File: src/rtl/ifetch_pkg.sv
// Shared types and constants for the instruction fetch front end.
package ifetch_pkg;

  // Fetch sequencer states
  typedef enum logic [1:0] {
    IDLE   = 2'd0,
    RUN    = 2'd1,
    HALTED = 2'd2
  } state_t;

  // Bytes per instruction word; the PC advances by this much per fetch
  localparam int INST_BYTES = 4;

  // One buffered fetch: the address it came from and the word returned
  typedef struct packed {
    logic [63:0] pc;
    logic [31:0] instr;
  } fetch_entry_t;

endpackage

File: src/rtl/ifetch_fifo.sv
// Circular buffer of fetched words. A flush discards all entries at once.
// DEPTH must be a power of two so that the pointers wrap naturally.
module ifetch_fifo
  import ifetch_pkg::*;
#(
  parameter int DEPTH = 2
) (
  input  logic         clk,
  input  logic         rst_n,
  input  logic         push,
  input  logic         pop,
  input  logic         flush,
  input  fetch_entry_t wdata,
  output logic         full,
  output logic         empty,
  output fetch_entry_t head
);

  localparam int AW = (DEPTH > 1) ? $clog2(DEPTH) : 1;
  localparam int CW = $clog2(DEPTH) + 1;
  localparam logic [CW-1:0] FULL_CNT = CW'(DEPTH);

  fetch_entry_t    mem_r [DEPTH];
  logic [AW-1:0]   rd_ptr_r;
  logic [AW-1:0]   wr_ptr_r;
  logic [CW-1:0]   count_r;
  logic            wr_en_s;
  logic            rd_en_s;

  // Qualify push/pop; a flush overrides both
  always_comb begin
    wr_en_s = 1'b0;
    rd_en_s = 1'b0;
    if (flush) begin
      wr_en_s = 1'b0;
      rd_en_s = 1'b0;
    end else begin
      wr_en_s = push;
      rd_en_s = pop && (count_r != {CW{1'b0}});
    end
  end

  // Storage array write port
  always_ff @(posedge clk or negedge rst_n) begin
    if (!rst_n) begin
      for (int i = 0; i < DEPTH; i++) begin
        mem_r[i] <= '0;
      end
    end else if (wr_en_s) begin
      mem_r[wr_ptr_r] <= wdata;
    end
  end

  // Read/write pointers and occupancy
  always_ff @(posedge clk or negedge rst_n) begin
    if (!rst_n) begin
      rd_ptr_r <= {AW{1'b0}};
      wr_ptr_r <= {AW{1'b0}};
      count_r  <= {CW{1'b0}};
    end else if (flush) begin
      rd_ptr_r <= {AW{1'b0}};
      wr_ptr_r <= {AW{1'b0}};
      count_r  <= {CW{1'b0}};
    end else begin
      case ({wr_en_s, rd_en_s})
        2'b10: begin
          wr_ptr_r <= wr_ptr_r + AW'(1);
          count_r  <= count_r + CW'(1);
        end
        2'b01: begin
          rd_ptr_r <= rd_ptr_r + AW'(1);
          count_r  <= count_r - CW'(1);
        end
        2'b11: begin
          wr_ptr_r <= wr_ptr_r + AW'(1);
          rd_ptr_r <= rd_ptr_r + AW'(1);
        end
        default: begin
          count_r <= count_r;
        end
      endcase
    end
  end

  assign full  = (count_r == FULL_CNT);
  assign empty = (count_r == {CW{1'b0}});
  assign head  = mem_r[rd_ptr_r];

endmodule

File: src/rtl/instruction_fetch.sv
// Instruction fetch front end: owns the PC, drives the instruction memory
// address, buffers returned words with their PCs and presents them to
// decode over valid/ready. Redirects flush the buffer and reload the PC.
// Optional build macro IFETCH_PERF_COUNTERS_EN adds the fetch and stall
// counters; without it both counter ports read as zero.
module instruction_fetch
  import ifetch_pkg::*;
#(
  parameter logic [63:0] RESET_PC = 64'h0,
  parameter int          DEPTH    = 2
) (
  input  logic        clk,
  input  logic        rst_n,
  input  logic        start,
  input  logic        halt,
  output logic [63:0] adr,
  input  logic [31:0] Instruction,
  input  logic        redirect_valid,
  input  logic [63:0] redirect_pc,
  output logic        inst_valid,
  input  logic        inst_ready,
  output logic [31:0] inst_out,
  output logic [63:0] inst_pc,
  output logic [31:0] fetch_count,
  output logic [31:0] stall_count
);

  state_t       state_r;
  state_t       state_nxt_s;
  logic [63:0]  pc_r;
  logic [63:0]  redirect_tgt_s;
  logic         push_s;
  logic         pop_s;
  logic         full_s;
  logic         empty_s;
  fetch_entry_t head_s;
  fetch_entry_t wentry_s;
  fetch_entry_t hold_r;

  ifetch_fifo #(
    .DEPTH(DEPTH)
  ) u_fifo (
    .clk   (clk),
    .rst_n (rst_n),
    .push  (push_s),
    .pop   (pop_s),
    .flush (redirect_valid),
    .wdata (wentry_s),
    .full  (full_s),
    .empty (empty_s),
    .head  (head_s)
  );

  // Word-aligned redirect target; the two low address bits are discarded
  assign redirect_tgt_s = redirect_pc & ~64'h3;

  // Push/pop arbitration: redirect wins, push may reuse a slot freed by pop
  always_comb begin
    pop_s    = 1'b0;
    push_s   = 1'b0;
    wentry_s = '{pc: pc_r, instr: Instruction};
    if (redirect_valid) begin
      pop_s  = 1'b0;
      push_s = 1'b0;
    end else begin
      pop_s = !empty_s && inst_ready;
      if ((state_r == RUN) && !halt && (!full_s || pop_s)) begin
        push_s = 1'b1;
      end else begin
        push_s = 1'b0;
      end
    end
  end

  // Sequencer next state; redirects never change state
  always_comb begin
    state_nxt_s = state_r;
    case (state_r)
      IDLE: begin
        if (start) begin
          state_nxt_s = RUN;
        end else begin
          state_nxt_s = IDLE;
        end
      end
      RUN: begin
        if (halt) begin
          state_nxt_s = HALTED;
        end else begin
          state_nxt_s = RUN;
        end
      end
      HALTED: begin
        if (!halt) begin
          state_nxt_s = RUN;
        end else begin
          state_nxt_s = HALTED;
        end
      end
      default: begin
        state_nxt_s = IDLE;
      end
    endcase
  end

  // Sequencer state register
  always_ff @(posedge clk or negedge rst_n) begin
    if (!rst_n) begin
      state_r <= IDLE;
    end else begin
      state_r <= state_nxt_s;
    end
  end

  // Program counter: redirect load, advance on push, otherwise hold
  always_ff @(posedge clk or negedge rst_n) begin
    if (!rst_n) begin
      pc_r <= RESET_PC;
    end else if (redirect_valid) begin
      pc_r <= redirect_tgt_s;
    end else if (push_s) begin
      pc_r <= pc_r + 64'(INST_BYTES);
    end else begin
      pc_r <= pc_r;
    end
  end

  // Remember the last presented head so outputs hold while the buffer is empty
  always_ff @(posedge clk or negedge rst_n) begin
    if (!rst_n) begin
      hold_r <= '0;
    end else if (!empty_s) begin
      hold_r <= head_s;
    end else begin
      hold_r <= hold_r;
    end
  end

  assign adr        = pc_r;
  assign inst_valid = !empty_s;
  assign inst_out   = empty_s ? hold_r.instr : head_s.instr;
  assign inst_pc    = empty_s ? hold_r.pc    : head_s.pc;

`ifdef IFETCH_PERF_COUNTERS_EN
  logic        stall_s;
  logic [31:0] fetch_count_r;
  logic [31:0] stall_count_r;

  // A stall is a RUN cycle where the buffer is full and nothing leaves it
  assign stall_s = (state_r == RUN) && full_s && !pop_s;

  // Performance counters, free-running and wrapping, cleared only by reset
  always_ff @(posedge clk or negedge rst_n) begin
    if (!rst_n) begin
      fetch_count_r <= 32'h0;
      stall_count_r <= 32'h0;
    end else begin
      fetch_count_r <= push_s  ? fetch_count_r + 32'd1 : fetch_count_r;
      stall_count_r <= stall_s ? stall_count_r + 32'd1 : stall_count_r;
    end
  end

  assign fetch_count = fetch_count_r;
  assign stall_count = stall_count_r;
`else
  assign fetch_count = 32'h0;
  assign stall_count = 32'h0;
`endif

endmodule

File: config.mk
export PLATFORM = sky130hd
export DESIGN_NAME = instruction_fetch
export DESIGN_NICKNAME = d
export VERILOG_FILES = /design/src/rtl/ifetch_pkg.sv /design/src/rtl/ifetch_fifo.sv /design/src/rtl/instruction_fetch.sv
export SDC_FILE = /design/constraint.sdc
export NUM_CORES = 1
export LEC_CHECK = 0
export ABC_AREA = 1
export BUFFER_PORTS_ARGS = -buffer_cell sky130_fd_sc_hd__buf_2
export CAP_MARGIN = 20
export CORE_ASPECT_RATIO = 0.7
export CORE_MARGIN = 3
export CORE_UTILIZATION = 60
export CTS_BUF_LIST = sky130_fd_sc_hd__clkbuf_4 sky130_fd_sc_hd__clkbuf_8
export DETAILED_ROUTE_END_ITERATION = 10
export PLACE_DENSITY = 0.85
export SETUP_SLACK_MARGIN = 0.05
export SLEW_MARGIN = 30
export SYNTH_ARGS = -nofsm -noshare
export SYNTH_HDL_FRONTEND = slang
export SYNTH_SLANG_ARGS = --single-unit
File: constraint.sdc
create_clock -name clk -period 5.27 [get_ports clk]
set_clock_uncertainty 0.15 [all_clocks]
set_input_delay 1.054 -clock clk [delete_from_list [all_inputs] [get_ports clk]]
set_output_delay 1.054 -clock clk [all_outputs]
set_load 0.01 [all_outputs]
* After elaboration in Yosys (flattened, before gate mapping)
Cells that the tools add are included.
** Word-level totals
- Bits in latches :: 0
- Memory bits (writable) :: 0
- Memories kept :: 0
- ROM bits :: 0
- Register bits after elaboration :: 358
** Cells by class
- Magnitude comparators :: 3
- Bitwise logic cells :: 2
- Mux-type cells :: 24
- Multipliers :: 0
- Div/mod/pow operators :: 0
- Add/subtract/negate cells :: 5
- Reductions and logical operators :: 19
- Shifts and indexed selects :: 0
- Eq/ne operators :: 6
** Operators with widths (count)
- $mux W96 :: 4
- $bwmux W192 :: 1
- $mux W64 :: 3
- $demux W96 S1 :: 1
- $add A64 B3 Y64 const B :: 1
- $mux W32 :: 1
- $mux W1 :: 10
- $eq A2 B2 Y1 const B :: 4
- $pmux W2 S2 :: 2
- $reduce_bool A2 Y1 :: 4
- $reduce_or A2 Y1 :: 3
- $logic_and A1 B1 Y1 :: 5
- $eq A2 B1 Y1 const B :: 2
- $ge A2 B2 Y1 const B :: 2
- $logic_not A2 Y1 :: 2
- $mux W2 :: 2
- $not A1 Y2 :: 2
- $logic_not A1 Y1 :: 3
- $reduce_bool A3 Y1 :: 1
- $add A1 B1 Y1 const B :: 2
- $add A2 B1 Y2 const B :: 1
- $lt A2 B1 Y1 const B :: 1
- $sub A2 B1 Y2 const B :: 1
- $logic_or A1 B1 Y1 :: 1

* Logic depth before layout (Yosys ltp)
- Word-level depth :: 12
- Gate-level depth with buffers :: 12

* By module
A second synthesis with hierarchy kept.
** Unflattened totals
- Cell total of the unflattened synthesis :: 2163
- Area total of the unflattened synthesis :: 17976.0 sq um
** By module, submodules not included
- instruction_fetch :: instances 1, cells an instance 1308, area each 9110.0 sq um, seq. area each 4003.8 sq um
- ifetch_fifo :: instances 1, cells an instance 855, area each 8866.0 sq um, seq. area each 4904.7 sq um

* Least setup slack after synthesis
No wires, ideal clock.
- Path type :: register to output
- From :: reg u_fifo.count_r[0]
- To :: out inst_pc[43]
- Required time :: 4.066 ns
- Path slack :: 2.593 ns
- Cell stages (with the launch flop) :: 7
- Data arrival time :: 1.473 ns
- Cell sequence :: dfrtp_1 nor2_2 buf_4 buf_2 clkbuf_1 nand2_1 o21ai_0
** On the way
- Cells in the longest elaborated chain, start to end :: 2
** RTL lines
- start: declaration :: line ifetch_fifo.sv:26 : logic [CW-1:0] count_r;
- start signal: assignment :: line ifetch_fifo.sv:59 : count_r <= {CW{1'b0}};
- start signal: assignment :: line ifetch_fifo.sv:63 : count_r <= {CW{1'b0}};
- start signal: assignment :: line ifetch_fifo.sv:68 : count_r <= count_r + CW'(1);
- $logic_not A2 Y1 :: line ifetch_fifo.sv:86 : assign empty = (count_r == {CW{1'b0}});
- $mux W64 :: line instruction_fetch.sv:142 : assign inst_pc = empty_s ? hold_r.pc : head_s.pc;
- end: declaration :: line instruction_fetch.sv:23 : output logic [63:0] inst_pc,
No other way between the ends.

* Final worst setup path
- From :: reg u_fifo.rd_ptr_r
- To :: out inst_pc[54]
** On the way
- Cells in the longest elaborated chain, start to end :: 5
** RTL lines
- start: declaration :: line ifetch_fifo.sv:24 : logic [AW-1:0] rd_ptr_r;
- start signal: assignment :: line ifetch_fifo.sv:57 : rd_ptr_r <= {AW{1'b0}};
- start signal: assignment :: line ifetch_fifo.sv:61 : rd_ptr_r <= {AW{1'b0}};
- start signal: assignment :: line ifetch_fifo.sv:71 : rd_ptr_r <= rd_ptr_r + AW'(1);
- $not A1 Y2 (not written as such) :: line ifetch_fifo.sv:87 : assign head = mem_r[rd_ptr_r];
- $mux W96 (not written as such) (3 in series) :: line ifetch_fifo.sv:87
- $mux W64 :: line instruction_fetch.sv:142
No other way between the ends. The select of a mux whose other input is x is not followed.

==> flow_metrics.env <==
export IMPL_hp_class="reg -> reg"
export IMPL_whs_ns=0.315
export IMPL_hpwl_um=34300
export IMPL_power_frac_seq_pct=41.7
export IMPL_clock_fmax_ghz=0.241
export IMPL_hold_viol_final=0
export IMPL_yosys_area_top_type_share_pct=51.7
export IMPL_synth_edf_count=0
export IMPL_gp_routability_congestion=1.00
export IMPL_yosysWarnings=0
export IMPL_root_buffer="clkbuf_8"
export IMPL_worstMarginPinSlew_ns=0.947
export IMPL_grtUsageTotal_pct=32.1
export IMPL_power_share_combinational_pct=35.7
export IMPL_grt_max_degree=189
export IMPL_relSlewSlack_pct=36.9
export IMPL_antenna_found_initial=3
export IMPL_synth_async_reset_ratio_pct=100
export IMPL_placed_area_mm2=0.0181
export IMPL_pwr_density_cell_mw_per_mm2=553
export IMPL_clk_pin_slew_ns=0.06
export IMPL_synth_largest_area_cell="dfrtp_1"
export IMPL_cp_max_fo=92
export IMPL_finalSetupViolCount=0
export IMPL_grt_overflow=0
export IMPL_final_common_cell="nand2_1"
export IMPL_start_util_pct=62.1
export IMPL_synthFlopType="dfrtp_1"
export IMPL_clock_latency_ns=0.61
export IMPL_rr_worst_depth=8
export IMPL_synthCells=2194
export IMPL_rsz0062_at_grt="false"
export IMPL_final_cell_mix="nand2_1 (780), dfrtp_1 (349), o21ai_0 (345)"
export IMPL_die_area_mm2=0.0303
export IMPL_grt_pass1_wl_um=77300
export IMPL_clock_sinks=350
export IMPL_numCtsBuffers=52
export IMPL_ys_ff_latch=350
export IMPL_min_to="u_fifo.mem_r[103]"
export IMPL_drt_iter0_drc=1660
export IMPL_arrival_ns=2.94
export IMPL_die_w_um=207
export IMPL_intPower_mw=6.43
export IMPL_grt_pass1_vias=14411
export IMPL_core_area_mm2=0.0273
export IMPL_drc_errors=0
export IMPL_h_tree_depth=2
export IMPL_drt_pass1_iter_count=6
export IMPL_die_h_um=147
export IMPL_cts_setup_buffers=0
export IMPL_p_switching_mw=4.23
export IMPL_wl_per_cell_um=17.5
export IMPL_syn_area_per_cell_um2=7.72
export IMPL_syn_area_mm2=0.0169
export IMPL_synthTopCellsByArea="dfrtp_1 (52%), nand2_1 (17%), o21ai_0 (10%)"
export IMPL_drive_above_1_share_pct=15.7
export IMPL_syn_to_final_growth_pct=13.7
export IMPL_total_power_mw=10.7
export IMPL_clkPwrFrac_pct=22.6
export IMPL_io_buffers=256
export IMPL_p_leak_nw=9.54
export IMPL_core_rowCount=50
export IMPL_period_needed_ns=4.15
export IMPL_drt_vias_per_instance=5.41
export IMPL_cts_tree="yes"
export IMPL_ys_types=31
export IMPL_final_instance_count_excl_fill=2820
export IMPL_crit_type="reg -> out"
export IMPL_hold_depth=2
export IMPL_cts_resized_gates=0
export IMPL_status="finished, final reports clean"
export IMPL_ant_nets=0
export IMPL_endpoint_kind="output pin"
export IMPL_ioPinCount=327
export IMPL_r2r_start="state_r[1]"
export IMPL_swShare_pct=39.7
export IMPL_hp_start="u_fifo.mem_r[103]"
export IMPL_nets=2519
export IMPL_slew_viol_final=0
export IMPL_cts_max_path_buffers=3
export IMPL_finalInstanceArea_mm2=0.0193
export IMPL_irDropWorstVdd_mv=0.353
export IMPL_rrSetupSlack_ns=2.54
export IMPL_cp_start_kind="flip-flop"
export IMPL_ys_seq_area_share_pct=51.7
export IMPL_route_vias_total=15260
export IMPL_holdBufCountCts=0
export IMPL_reg2reg_to="adr[45]"
export IMPL_critPathRequiredTime_ns=4.07
export IMPL_dpl_cell_count=2723
export IMPL_fin_crit_sh_pct=78.7
export IMPL_maxCapViolCount=0
export IMPL_fin_tns_setup_ns=0
export IMPL_finalWirelength_um=49200
state kept, by name (all words and copies together) (netlist names):
signal	flops
adr	62
hold_r	94
u_fifo.rd_ptr_r	1
u_fifo.wr_ptr_r	1
u_fifo.mem_r	188
state_r	2
u_fifo.count_r	2
logic make-up (layout without fill, tap and decap cells):
logic type               count (synthesis)  count (layout)  synth area share [%]
flip-flops                             350             350                  51.7
AND/OR/NAND/NOR                       1040            1040                  24.3
buffers and inverters                  371             563                  10.2
AO/OA/AOI/OAI                          405             405                  12.2
other                                    1              71                0.0221
XOR/XNOR                                23              23                  1.19
adder cells (fa/ha/maj)                  4               4                 0.295
cell type report:
cell class | count | area (um2)
flip-flops and latches | 350 | 8760
fillers | 2234 | 8010
multi-input cells | 1540 | 6720
repair buffers | 271 | 1440
clock buffers | 87 | 1050
inverters | 198 | 743
well taps | 364 | 455
clock inverters | 7 | 90.1
diodes | 3 | 7.51
cells in the mapped netlist, types with 8 or more instances:
library cell,n
nand4_1,10
buf_2,28
o21ai_0,345
nor2_1,137
xor2_1,21
nor2_2,8
buf_4,81
o21ai_1,39
nand3_1,94
inv_1,193
dfrtp_1,350
nand2_1,781
clkbuf_1,61
critical path: stages (launching register included):
cell     delay (ns)
dfrtp_4        1.05
buf_4          0.52
o21ai_0        0.27
o21ai_0        0.28
buf_2          0.18
power groups by stage:
stage               Sequential (mW)  Combinational [mW]  Clock (mW)
floorplan                      4.24                2.47           0
global placement               4.40                3.61           0
detailed placement             4.46                3.78           0
CTS                            4.43                3.81        2.44
global route                   4.56                4.30        2.56
finish                         4.45                3.80        2.41
layer usage:
| metal | routed length, um | vias up | GRT usage [%] |
|---|---|---|---|
| met3 | 5570 | 106 | 9.61 |
| met2 | 21300 | 780 | 46.9 |
| met5 | 0 | - | 0 |
| met4 | 1270 | 0 | 9.16 |
| met1 | 21100 | 7146 | 46.7 |
| li1 | - | 7228 | - |
worst max-delay path by stage:
stage	slack (ns)	depth (start not counted)	to	startpoint
after detailed placement	1.73	7	u_fifo.count_r[0]	redirect_valid
after CTS	1.13	4	inst_pc[54]	u_fifo.rd_ptr_r
after global placement	1.82	7	u_fifo.count_r[1]	redirect_valid
after global routing	0.89	4	inst_pc[54]	u_fifo.rd_ptr_r
after floorplan	2.59	6	inst_pc[43]	u_fifo.count_r[0]
final	1.12	4	inst_pc[54]	u_fifo.rd_ptr_r
metrics by stage:
stage | worst slack [ns] | util (%)
finish | 1.12 | 70.6
floorplan | 2.59 | -
detailed placement | 1.73 | 66.4
CTS | 1.13 | 70.6
global route | 0.894 | 70.6
global placement | 1.82 | 66.4
Power figures use the tool's default switching activity.
